--- src/rtl/nibble_serial_adder.sv ---
// Multi-cycle WIDTH-bit adder that reuses one 4-bit ripple adder once per nibble, LSB first.
// Optional signed-overflow flag output ovf when NIBBLE_SERIAL_ADDER_OVERFLOW_EN is defined.

module fourBitAdder (
  input  logic [3:0] a,
  input  logic [3:0] b,
  input  logic       cin,
  output logic [3:0] sum,
  output logic       cout
);

  logic c;

  always_comb begin
    c   = cin;
    sum = 4'h0;
    for (int i = 0; i < 4; i++) begin
      sum[i] = a[i] ^ b[i] ^ c;
      c      = (a[i] & b[i]) | (c & (a[i] ^ b[i]));
    end
    cout = c;
  end

endmodule

module nibble_serial_adder #(
  parameter int WIDTH = 16
) (
  input  logic             clk,
  input  logic             rst,
  input  logic             in_valid,
  output logic             in_ready,
  input  logic [WIDTH-1:0] a,
  input  logic [WIDTH-1:0] b,
  input  logic             cin,
  output logic             out_valid,
  input  logic             out_ready,
  output logic [WIDTH-1:0] sum,
`ifdef NIBBLE_SERIAL_ADDER_OVERFLOW_EN
  output logic             ovf,
`endif
  output logic             cout
);

  localparam int NIB   = WIDTH / 4;
  localparam int CNT_W = (NIB > 1) ? $clog2(NIB) : 1;

  if ((WIDTH % 4) != 0 || WIDTH < 4) begin : g_width_check
    $error("nibble_serial_adder: WIDTH must be a multiple of 4 and at least 4");
  end

  typedef enum logic [1:0] {IDLE = 2'd0, RUN = 2'd1, DONE = 2'd2} state_t;

  state_t             state_q, state_d;
  logic [WIDTH-1:0]   a_sh_q, a_sh_d;
  logic [WIDTH-1:0]   b_sh_q, b_sh_d;
  logic [WIDTH-1:0]   res_q, res_d;
  logic [WIDTH-1:0]   sum_q, sum_d;
  logic               carry_q, carry_d;
  logic               cout_q, cout_d;
  logic [CNT_W-1:0]   cnt_q, cnt_d;
`ifdef NIBBLE_SERIAL_ADDER_OVERFLOW_EN
  logic               a_msb_q, a_msb_d;
  logic               b_msb_q, b_msb_d;
  logic               ovf_q, ovf_d;
`endif

  logic [3:0]         add_sum;
  logic               add_co;
  logic [WIDTH-1:0]   res_next;
  logic               last_pass;

  fourBitAdder u_add (
    .a    (a_sh_q[3:0]),
    .b    (b_sh_q[3:0]),
    .cin  (carry_q),
    .sum  (add_sum),
    .cout (add_co)
  );

  // Each nibble sum enters at the top so after NIB passes nibble 0 sits at the bottom.
  assign res_next  = (res_q >> 4) | (WIDTH'(add_sum) << (WIDTH - 4));
  assign last_pass = (cnt_q == CNT_W'(NIB - 1));

  always_ff @(posedge clk) begin
    if (rst) begin
      state_q <= IDLE;
    end else begin
      state_q <= state_d;
    end
  end

  always_comb begin
    state_d = state_q;
    case (state_q)
      IDLE:    if (in_valid)             state_d = RUN;
      RUN:     if (last_pass)            state_d = DONE;
      DONE:    if (out_ready)            state_d = IDLE;
      default:                           state_d = IDLE;
    endcase
  end

  always_comb begin
    in_ready  = (state_q == IDLE);
    out_valid = (state_q == DONE);
  end

  always_comb begin
    a_sh_d  = a_sh_q;
    b_sh_d  = b_sh_q;
    res_d   = res_q;
    sum_d   = sum_q;
    carry_d = carry_q;
    cout_d  = cout_q;
    cnt_d   = cnt_q;
`ifdef NIBBLE_SERIAL_ADDER_OVERFLOW_EN
    a_msb_d = a_msb_q;
    b_msb_d = b_msb_q;
    ovf_d   = ovf_q;
`endif
    case (state_q)
      IDLE: begin
        if (in_valid) begin
          a_sh_d  = a;
          b_sh_d  = b;
          carry_d = cin;
          cnt_d   = '0;
`ifdef NIBBLE_SERIAL_ADDER_OVERFLOW_EN
          a_msb_d = a[WIDTH-1];
          b_msb_d = b[WIDTH-1];
`endif
        end
      end
      RUN: begin
        res_d   = res_next;
        carry_d = add_co;
        a_sh_d  = a_sh_q >> 4;
        b_sh_d  = b_sh_q >> 4;
        cnt_d   = cnt_q + CNT_W'(1);
        if (last_pass) begin
          sum_d  = res_next;
          cout_d = add_co;
`ifdef NIBBLE_SERIAL_ADDER_OVERFLOW_EN
          ovf_d  = (a_msb_q == b_msb_q) && (res_next[WIDTH-1] != a_msb_q);
`endif
        end
      end
      default: ;
    endcase
  end

  // Control and visible results are reset; operand shift regs need no reset.
  always_ff @(posedge clk) begin
    a_sh_q <= a_sh_d;
    b_sh_q <= b_sh_d;
    res_q  <= res_d;
`ifdef NIBBLE_SERIAL_ADDER_OVERFLOW_EN
    a_msb_q <= a_msb_d;
    b_msb_q <= b_msb_d;
`endif
    if (rst) begin
      sum_q   <= '0;
      cout_q  <= 1'b0;
      carry_q <= 1'b0;
      cnt_q   <= '0;
`ifdef NIBBLE_SERIAL_ADDER_OVERFLOW_EN
      ovf_q   <= 1'b0;
`endif
    end else begin
      sum_q   <= sum_d;
      cout_q  <= cout_d;
      carry_q <= carry_d;
      cnt_q   <= cnt_d;
`ifdef NIBBLE_SERIAL_ADDER_OVERFLOW_EN
      ovf_q   <= ovf_d;
`endif
    end
  end

  assign sum  = sum_q;
  assign cout = cout_q;
`ifdef NIBBLE_SERIAL_ADDER_OVERFLOW_EN
  assign ovf  = ovf_q;
`endif

endmodule

--- config.mk ---
export PLATFORM = sky130hd
export DESIGN_NAME = nibble_serial_adder
export DESIGN_NICKNAME = d
export VERILOG_FILES = /design/src/rtl/nibble_serial_adder.sv
export SDC_FILE = /design/constraint.sdc
export NUM_CORES = 1
export LEC_CHECK = 0
export CAP_MARGIN = 20
export CELL_PAD_IN_SITES_DETAIL_PLACEMENT = 1
export CELL_PAD_IN_SITES_GLOBAL_PLACEMENT = 1
export CORE_AREA = 2 2 85 87
export CTS_CLUSTER_DIAMETER = 30
export DETAILED_ROUTE_END_ITERATION = 6
export DIE_AREA = 0 0 87 89
export PLACE_DENSITY = 0.86
export SLEW_MARGIN = 20
export SYNTH_ARGS = -nofsm -noshare
export SYNTH_HDL_FRONTEND = slang
export SYNTH_SLANG_ARGS = --single-unit
--- constraint.sdc ---
create_clock -name clk -period 2.6 [get_ports clk]
set_input_delay 0.52 -clock clk [delete_from_list [all_inputs] [get_ports clk]]
set_output_delay 0.52 -clock clk [all_outputs]
set_load 0.01 [all_outputs]
Word-level counts from Yosys, hierarchy flattened:

Index checks and enable logic that the tools add are counted.

* add/subtract/negate cells: 1
* $mul: 0
* div/mod/pow operators: 0
* magnitude comparators: 0
* equal/unequal tests: 6
* shift-type cells: 0
* muxes and demuxes: 12
* bitwise logic cells: 21
* reductions and logical operators: 5

Operators with widths (number)
* 16-bit case mux with 2 select lines: 2
* 16-bit two-way mux: 2
* 12-bit by 16-bit bitwise OR with 16-bit output: 1
* 1-bit AND: 8
* 2-bit two-way mux: 4
* 1-bit XOR: 8
* 2-bit case mux with 3 select lines: 1
* 2-bit == test, second input constant: 2
* 2-bit != test, second input constant: 2
* 1-bit bitwise OR: 4
* 2-bit case mux with 2 select lines: 1
* 2-bit AND reduction: 2
* 3-bit AND reduction: 1
* 2-bit by 1-bit adder with 2-bit output, second input constant: 1
* 2-bit by 1-bit == test with 1-bit output, second input constant: 1
* 2-bit logical NOT: 1
* 2-bit by 1-bit != test with 1-bit output, second input constant: 1
* 1-bit case mux with 2 select lines: 1
* 2-bit nonzero test: 1
* 1-bit two-way mux: 1

* bits in registers: 70
* latch bits: 0
* RAM bits: 0
* bits in read-only memories: 0
* input bits: 37
* output and inout bits: 19
* word-level logic and storage cells: 53
* memories: 0

Logic depth before layout (Yosys ltp):

Gate-level depths: netlist of run 1.

* word-level depth: 10
* gate-level depth with buffers: 10
* depth with buffers taken out: 10

Hierarchy:

A second synthesis of run 1 with hierarchy kept.

* cells, all modules: 193
* area total of the unflattened synthesis: 2701.3 µm²

Modules (own cells, without submodules)
* nibble_serial_adder: times used 1, cells each 179, area each 2583.7 µm², seq. area each 1761.7 µm²
* fourBitAdder: times used 1, cells each 14, area each 117.6 µm², seq. area each 0.0 µm²

Worst setup path before layout of run 1:

Ideal clock, no wire load.

* path kind: register to register
* start: reg a_sh_q[0]
* end: reg sum_q[15], in the netlist sum[15]
* setup time: 80 ps
* arrival time: 2043 ps
* required time: 2520 ps
* setup slack: 477 ps
* stages on the path, launching flop included: 9
* buffers on the path: 0
* clock period less this slack: 2123 ps
* cell sequence: edfxtp_1 -> fa_1 -> inv_1 -> fa_1 -> inv_1 -> fa_1 -> inv_1 -> fa_1 -> a211oi_2

* cells in the longest elaborated chain, start to end: 9
* elaborated cells between the ends (all ways): 10
* classes of those cells: 10 x bitwise

RTL lines
* start: declaration: RTL line 55 `logic [WIDTH-1:0] a_sh_q, a_sh_d;`
* start signal: assignment: RTL line 154 `a_sh_q <= a_sh_d;`
* 1-bit XOR: RTL line 19 `c = (a[i] & b[i]) | (c & (a[i] ^ b[i]));`
* 1-bit AND: RTL line 19
* 1-bit bitwise OR *: RTL line 19
* 1-bit AND *: RTL line 19
* 1-bit bitwise OR *: RTL line 19
* 1-bit AND *: RTL line 19
* 1-bit bitwise OR *: RTL line 19
* 1-bit XOR *: RTL line 18 `sum[i] = a[i] ^ b[i] ^ c;`
* 12-bit by 16-bit bitwise OR with 16-bit output *: RTL line 82 `assign res_next = (res_q >> 4) | (WIDTH'(add_sum) << (WIDTH - 4));`
* end signal: assignment: RTL line 170 `sum_q <= sum_d;`
* end: declaration: RTL line 58 `logic [WIDTH-1:0] sum_q, sum_d;`

Mark *: on every way between the ends. The rest lies on a longest branch, timed or not.
A chain may end at the register's enable or synchronous reset.

Final worst setup path of run 1:

Same ends and word-level chain as after synthesis.

==> impl_metrics.env, run 1 <==
export IMPL_syn_inst=189
export IMPL_final_util_pct=52.6
export IMPL_reg2regPathDepth=8
export IMPL_arrival_ns=2.50
export IMPL_drv_cap=0
export IMPL_most_common_layout_cells="55 x clkdlybuf4s50_1, 44 x edfxtp_1, 28 x nand2_1"
export IMPL_vias_per_cell=4.84
export IMPL_drt_iter0_drc=64
export IMPL_dr_pass1_iters=4
export IMPL_detail_route_antenna_nets=0
export IMPL_ys_seq_area_share_pct=64.9
export IMPL_stdcell_count=335
export IMPL_start_util_pct=40.4
export IMPL_final_common_cell="clkdlybuf4s50_1"
export IMPL_cts_resized=0
export IMPL_p_leak_nw=1.31
export IMPL_finalMaxSlewViolations=0
export IMPL_dpl_cell_area_um2=3340
export IMPL_synth_fp_nets=231
export IMPL_netlist_cell_type_count=26
export IMPL_syn_avg_cell_area_um2=14.4
export IMPL_grt_max_degree=34
export IMPL_die_area_um2=7740
export IMPL_rr_endpoint="sum[15]"
export IMPL_r2r_slack_ns=0.37
export IMPL_avgRoutedWirePerCell_um=14.9
export IMPL_crit_fanout=2
export IMPL_max_freq_ghz=0.448
export IMPL_die_w_um=87
export IMPL_ys_top_cells_by_area="edfxtp_1 49%, dfxtp_1 16%, mux2_4 11%"
export IMPL_numPortBuffers=55
export IMPL_overflow=0
export IMPL_cts_sinks=66
export IMPL_cts_tree="yes"
export IMPL_clk_pin_slew_worst_paths_ns=0.07
export IMPL_fin_skew_ns=0.00806
export IMPL_nNetsFinal=292
export IMPL_syn_to_final_growth_pct=30.2
export IMPL_syn_area_um2=2710
export IMPL_finalPower_mw=2.34
export IMPL_r2r_start="a_sh_q[0]"
export IMPL_min_to="sum[3]"
export IMPL_drc_errors=0
export IMPL_coreArea_um2=6720
export IMPL_dp_hpwl_mm=3.53
export IMPL_post_route_min_period_ns=2.23
export IMPL_place_gp_congestion=0.789
export IMPL_hold_depth=2
export IMPL_drive_above_1_share_pct=20.0
export IMPL_clock_latency_ns=0.34
export IMPL_synth_top_cell_area_share_pct=48.7
export IMPL_postCtsHoldBufs=0
export IMPL_setup_violations=0
export IMPL_postCtsSetupRepairBufs=0
export IMPL_post_route_period_util_pct=85.9
export IMPL_min_path_type="reg2reg"
export IMPL_post_route_cell_area_um2=3530
export IMPL_num_io_pins=56
export IMPL_antenna_found_initial=0
export IMPL_cts_max_level=3
export IMPL_slew_headroom_pct=48.4
export IMPL_powerDensity_nw_per_um2=663
export IMPL_synth_largest_area_cell="edfxtp_1"
export IMPL_grt_first_pass_wirelength_mm=8.04
export IMPL_antennaDiodeCount=0
export IMPL_clk_path_buf_depth=2
export IMPL_status="finished, final reports clean"
export IMPL_drt_total_wl_mm=5.01
export IMPL_rsz0062_at_grt="no"
export IMPL_start_kind="register"
export IMPL_rows=30
export IMPL_worst_setup_path_end_kind="register"
export IMPL_ys_warn_count=0
export IMPL_cts_buffers=9
export IMPL_die_h_um=89
export IMPL_tightest_slew_ns=0.773
export IMPL_grt_usage_pct=14.1
export IMPL_required_ns=2.86
export IMPL_hold_start="sum[3]"
export IMPL_grt_pass1_vias=1697
export IMPL_max_vdd_ir_drop_mv=0.382
export IMPL_critPathLaunch="a_sh_q[0]"
export IMPL_finalHoldViolCount=0
export IMPL_place_inst=319
export IMPL_vias=1623
export IMPL_cts_root_buffer="clkbuf_8"
export IMPL_fin_tns_setup_ns=0
export IMPL_ys_ff_latch=66
export IMPL_path_class="reg2reg"
-- per-stage QoR --
stage | worst slack (ns) | hold slack (ns)
floorplan | 0.477 | 0.426
global placement | 0.433 | 0.430
detailed placement | 0.363 | 0.441
CTS | 0.352 | 0.458
global route | 0.242 | 0.470
finish | 0.366 | 0.454
-- area by class of cell --
cell class	count	area [um2]
fill	676	3190
sequential	66	1760
multi-input combinational	103	836
timing repair buffer	60	601
clock buffer	11	163
tap	80	100
inverter	10	37.5
clock inverter	5	32.5
-- power by group --
group	total [mW]	switching (mW)	internal, mW
Sequential	1.26	0.0328	1.22
Clock	0.837	0.406	0.432
Combinational	0.248	0.0998	0.148
Total	2.34	0.538	1.80
-- routing by layer --
layer,up-vias,share of wire (%),global-route usage [%]
li1,779,-,-
met1,780,40,15.4
met2,55,51,23.9
met3,9,7.0,5.17
met4,0,2.5,7.67
met5,-,0,0
-- sequential cells by signal, summed over array words and instances, names as in the netlist --
signal	count
a_sh_q	16
b_sh_q	16
sum	16
res_q	12
cnt_q	2
state_q	2
carry_q	1
cout	1
-- logic make-up (layout without fill, tap and decap cells) --
logic type      count (synthesis)  in the layout  synth area share (%)
flops                          66             66                  64.9
simple gates                   50             50                  8.99
compound gates                 24             24                  5.81
mux                            24             24                  12.6
buf+inv                        20             86                  4.24
fa+ha+maj                       5              5                  3.41
-- worst max path at each step --
stage                          to  slack, ns  cells past startpoint
final                     sum[15]       0.37                      8
after global routing      carry_q       0.24                     10
after CTS                 sum[15]       0.35                      8
after detailed placement  sum[15]       0.36                      8
after global placement    sum[15]       0.43                      8
after floorplan           sum[15]       0.48                      8
-- cell usage after synthesis --
master / number
nor2b_1: 9
mux2_4: 19
buf_6: 4
a21oi_1: 17
nor4_1: 1
ha_1: 1
buf_2: 2
mux2_2: 5
nand3b_2: 1
nor2_1: 6
buf_4: 2
clkbuf_1: 2
fa_1: 4
and3b_1: 1
o21bai_1: 1
dfxtp_1: 22
nand2_1: 28
nor2b_4: 1
a211oi_2: 4
nand2b_1: 1
edfxtp_1: 44
a211oi_1: 1
nor4b_1: 1
a22oi_1: 1
inv_1: 10
nor3_1: 1
-- worst max-delay path: stages, from the launching register on --
cell and delay [ns]:
edfxtp_1 0.40, fa_1 0.43, inv_1 0.08, fa_1 0.16, inv_1 0.05, fa_1 0.35, inv_1 0.07, fa_1 0.44
a211oi_2 0.18
Power figures use the tool's default switching activity.
==> inputs of run 2 (changes only) <==
CAP_MARGIN = not set   (was 20)
CORE_AREA = 2 2 78 95   (was 2 2 85 87)
DIE_AREA = 0 0 80 97   (was 0 0 87 89)
PLACE_DENSITY = 0.85   (was 0.86)
RECOVER_POWER = 25   (was not set)
==> run 2 against run 1 <==
Clock skew fell by 0.0040 ns. Largest power group unchanged. Cell count rose by 1.8%. Clock-buffer cell count rose by 2. Sequential power barely moved. Non-clock buffer count fell by 1. Global-route usage fell by 0.41 points. Largest cell class unchanged. Register-to-register slack got worse by 0.06 ns. Routed wire length fell by 4.2%. Utilization fell by 1.2 points.
==> impl_metrics.env, run 2 (synthesis gave the netlist of run 1 again) <==
export IMPL_syn_to_final_growth_pct=28.3
export IMPL_powerDensity_nw_per_um2=647
export IMPL_worst_path_buf_inv=3
export IMPL_die_h_um=97
export IMPL_grt_pass1_vias=1716
export IMPL_worst_setup_path_end_kind="register"
export IMPL_max_stage_delay_ns=0.41
export IMPL_critPathTopFamily="adder cells"
export IMPL_wl_met2_mm=2.42
export IMPL_setup_violations=0
export IMPL_grt_usage_pct=13.7
export IMPL_finalWorstSetupSlack_ns=0.305
export IMPL_path_class="reg2reg"
export IMPL_antennaDiodeCount=0
export IMPL_cts_tree="yes"
export IMPL_cts_max_level=3
export IMPL_p_leak_nw=1.27
export IMPL_rows=33
export IMPL_grt_first_pass_wirelength_mm=8.04
export IMPL_drv_cap=0
export IMPL_post_route_min_period_ns=2.30
export IMPL_numPortBuffers=55
export IMPL_r2r_start="carry_q"
export IMPL_fin_skew_ns=0.00411
export IMPL_slew_headroom_pct=35.8
export IMPL_start_kind="register"
export IMPL_final_common_cell="clkdlybuf4s50_1"
export IMPL_cts_sinks=66
export IMPL_postCtsHoldBufs=0
export IMPL_pre_cts_slack_ns=0.257
export IMPL_min_path_type="reg2reg"
export IMPL_drive_above_1_share_pct=17.3
export IMPL_vias=1603
export IMPL_wl_met1_mm=1.96
export IMPL_regArea_um2=1760
export IMPL_overflow=0
export IMPL_nNetsFinal=291
export IMPL_whs_ns=0.453
export IMPL_clk_path_buf_depth=2
export IMPL_n_fill_cell=708
export IMPL_rsz0062_at_grt="no"
export IMPL_rr_endpoint="carry_q"
export IMPL_r2r_slack_ns=0.30
export IMPL_arrival_ns=2.51
export IMPL_dp_hpwl_mm=3.47
export IMPL_clk_pin_slew_worst_paths_ns=0.07
export IMPL_multi_input_area_um2=828
export IMPL_grt_max_degree=35
export IMPL_detail_route_antenna_nets=0
export IMPL_dr_pass1_iters=4
export IMPL_dpl_cell_area_um2=3320
export IMPL_die_w_um=80
export IMPL_drt_total_wl_mm=4.79
export IMPL_cts_resized=0
export IMPL_antenna_found_initial=0
export IMPL_cts_root_buffer="clkbuf_8"
export IMPL_postCtsSetupRepairBufs=0
export IMPL_slowest_stage="fa_1"
export IMPL_tightest_slew_ns=0.962
export IMPL_fin_tns_setup_ns=0
export IMPL_crit_fanout=3
export IMPL_place_inst=325
export IMPL_crit_path_cell_trace="fa_1 -> inv_1 -> fa_1 -> inv_1 -> fa_1 -> inv_1 -> fa_1 -> a21oi_1 -> a21oi_1 -> nor4_1"
export IMPL_cp_common_cell="fa_1"
export IMPL_finalHoldViolCount=0
export IMPL_cts_buffers=9
export IMPL_hold_start="res_q[14]"
export IMPL_min_to="res_q[10]"
export IMPL_start_util_pct=40.1
export IMPL_vias_per_cell=4.70
export IMPL_die_area_um2=7760
export IMPL_drt_iter0_drc=57
export IMPL_place_gp_congestion=0.674
export IMPL_clock_latency_ns=0.33
export IMPL_wl_met3_um=329
export IMPL_reg2regPathDepth=10
export IMPL_avgRoutedWirePerCell_um=14.1
export IMPL_hold_depth=0
export IMPL_finalMaxSlewViolations=0
export IMPL_status="finished, final reports clean"
export IMPL_required_ns=2.82
export IMPL_post_route_period_util_pct=88.3
export IMPL_post_route_cell_area_um2=3480
export IMPL_max_freq_ghz=0.436
export IMPL_stdcell_count=341
export IMPL_drc_errors=0
export IMPL_highest_layer="met4"
export IMPL_num_io_pins=56
export IMPL_max_vdd_ir_drop_mv=0.446
export IMPL_most_common_layout_cells="54 x clkdlybuf4s50_1, 44 x edfxtp_1, 28 x nand2_1"
export IMPL_coreArea_um2=6770
run 2: worst max-delay path by stage:
stage	startpoint	endpoint	slack, ns	cells after the start
3_3_place_gp	a_sh_q[0]	sum[15]	0.41	8
2_1_floorplan	a_sh_q[0]	sum[15]	0.48	8
4_1_cts	carry_q	carry_q	0.24	10
3_5_place_dp	carry_q	carry_q	0.26	10
6_report	carry_q	carry_q	0.30	10
5_1_grt	carry_q	carry_q	0.10	10
run 2: report_power, final:
group	leakage [nW]	switching, mW	internal (mW)
clock network	0.0908	0.358	0.393
registers	0.618	0.0318	1.22
logic	0.561	0.101	0.144
run 2: stage by stage:
stage,utilization [%],total power [mW]
3_5_place_dp,49.1,1.53
5_1_grt,51.4,2.36
2_1_floorplan,-,1.43
6_report,51.4,2.25
4_1_cts,51.6,2.29
3_3_place_gp,49.1,1.51
run 2: area by class of cell:
type                            instances  area share [%]
Sequential cell                        66            50.6
Multi-Input combinational cell        103            23.8
Timing Repair Buffer                   59            16.4
Clock buffer                           13            4.57
Tap cell                               87            3.13
Inverter                               10            1.08
Clock inverter                          3           0.396
run 2: per-layer routing:
metal	up-vias	global-route usage [%]
li1	780	-
met1	762	16.5
met2	53	22.1
met3	8	5.13
met4	0	5.08
met5	-	0
run 2: worst reg2reg max path, cell delays in order, from the launching register on:
cell	delay (ns)
dfxtp_1	0.37
fa_1	0.19
inv_1	0.05
fa_1	0.36
inv_1	0.08
fa_1	0.16
inv_1	0.05
fa_1	0.41
a21oi_1	0.16
a21oi_1	0.05
nor4_1	0.31
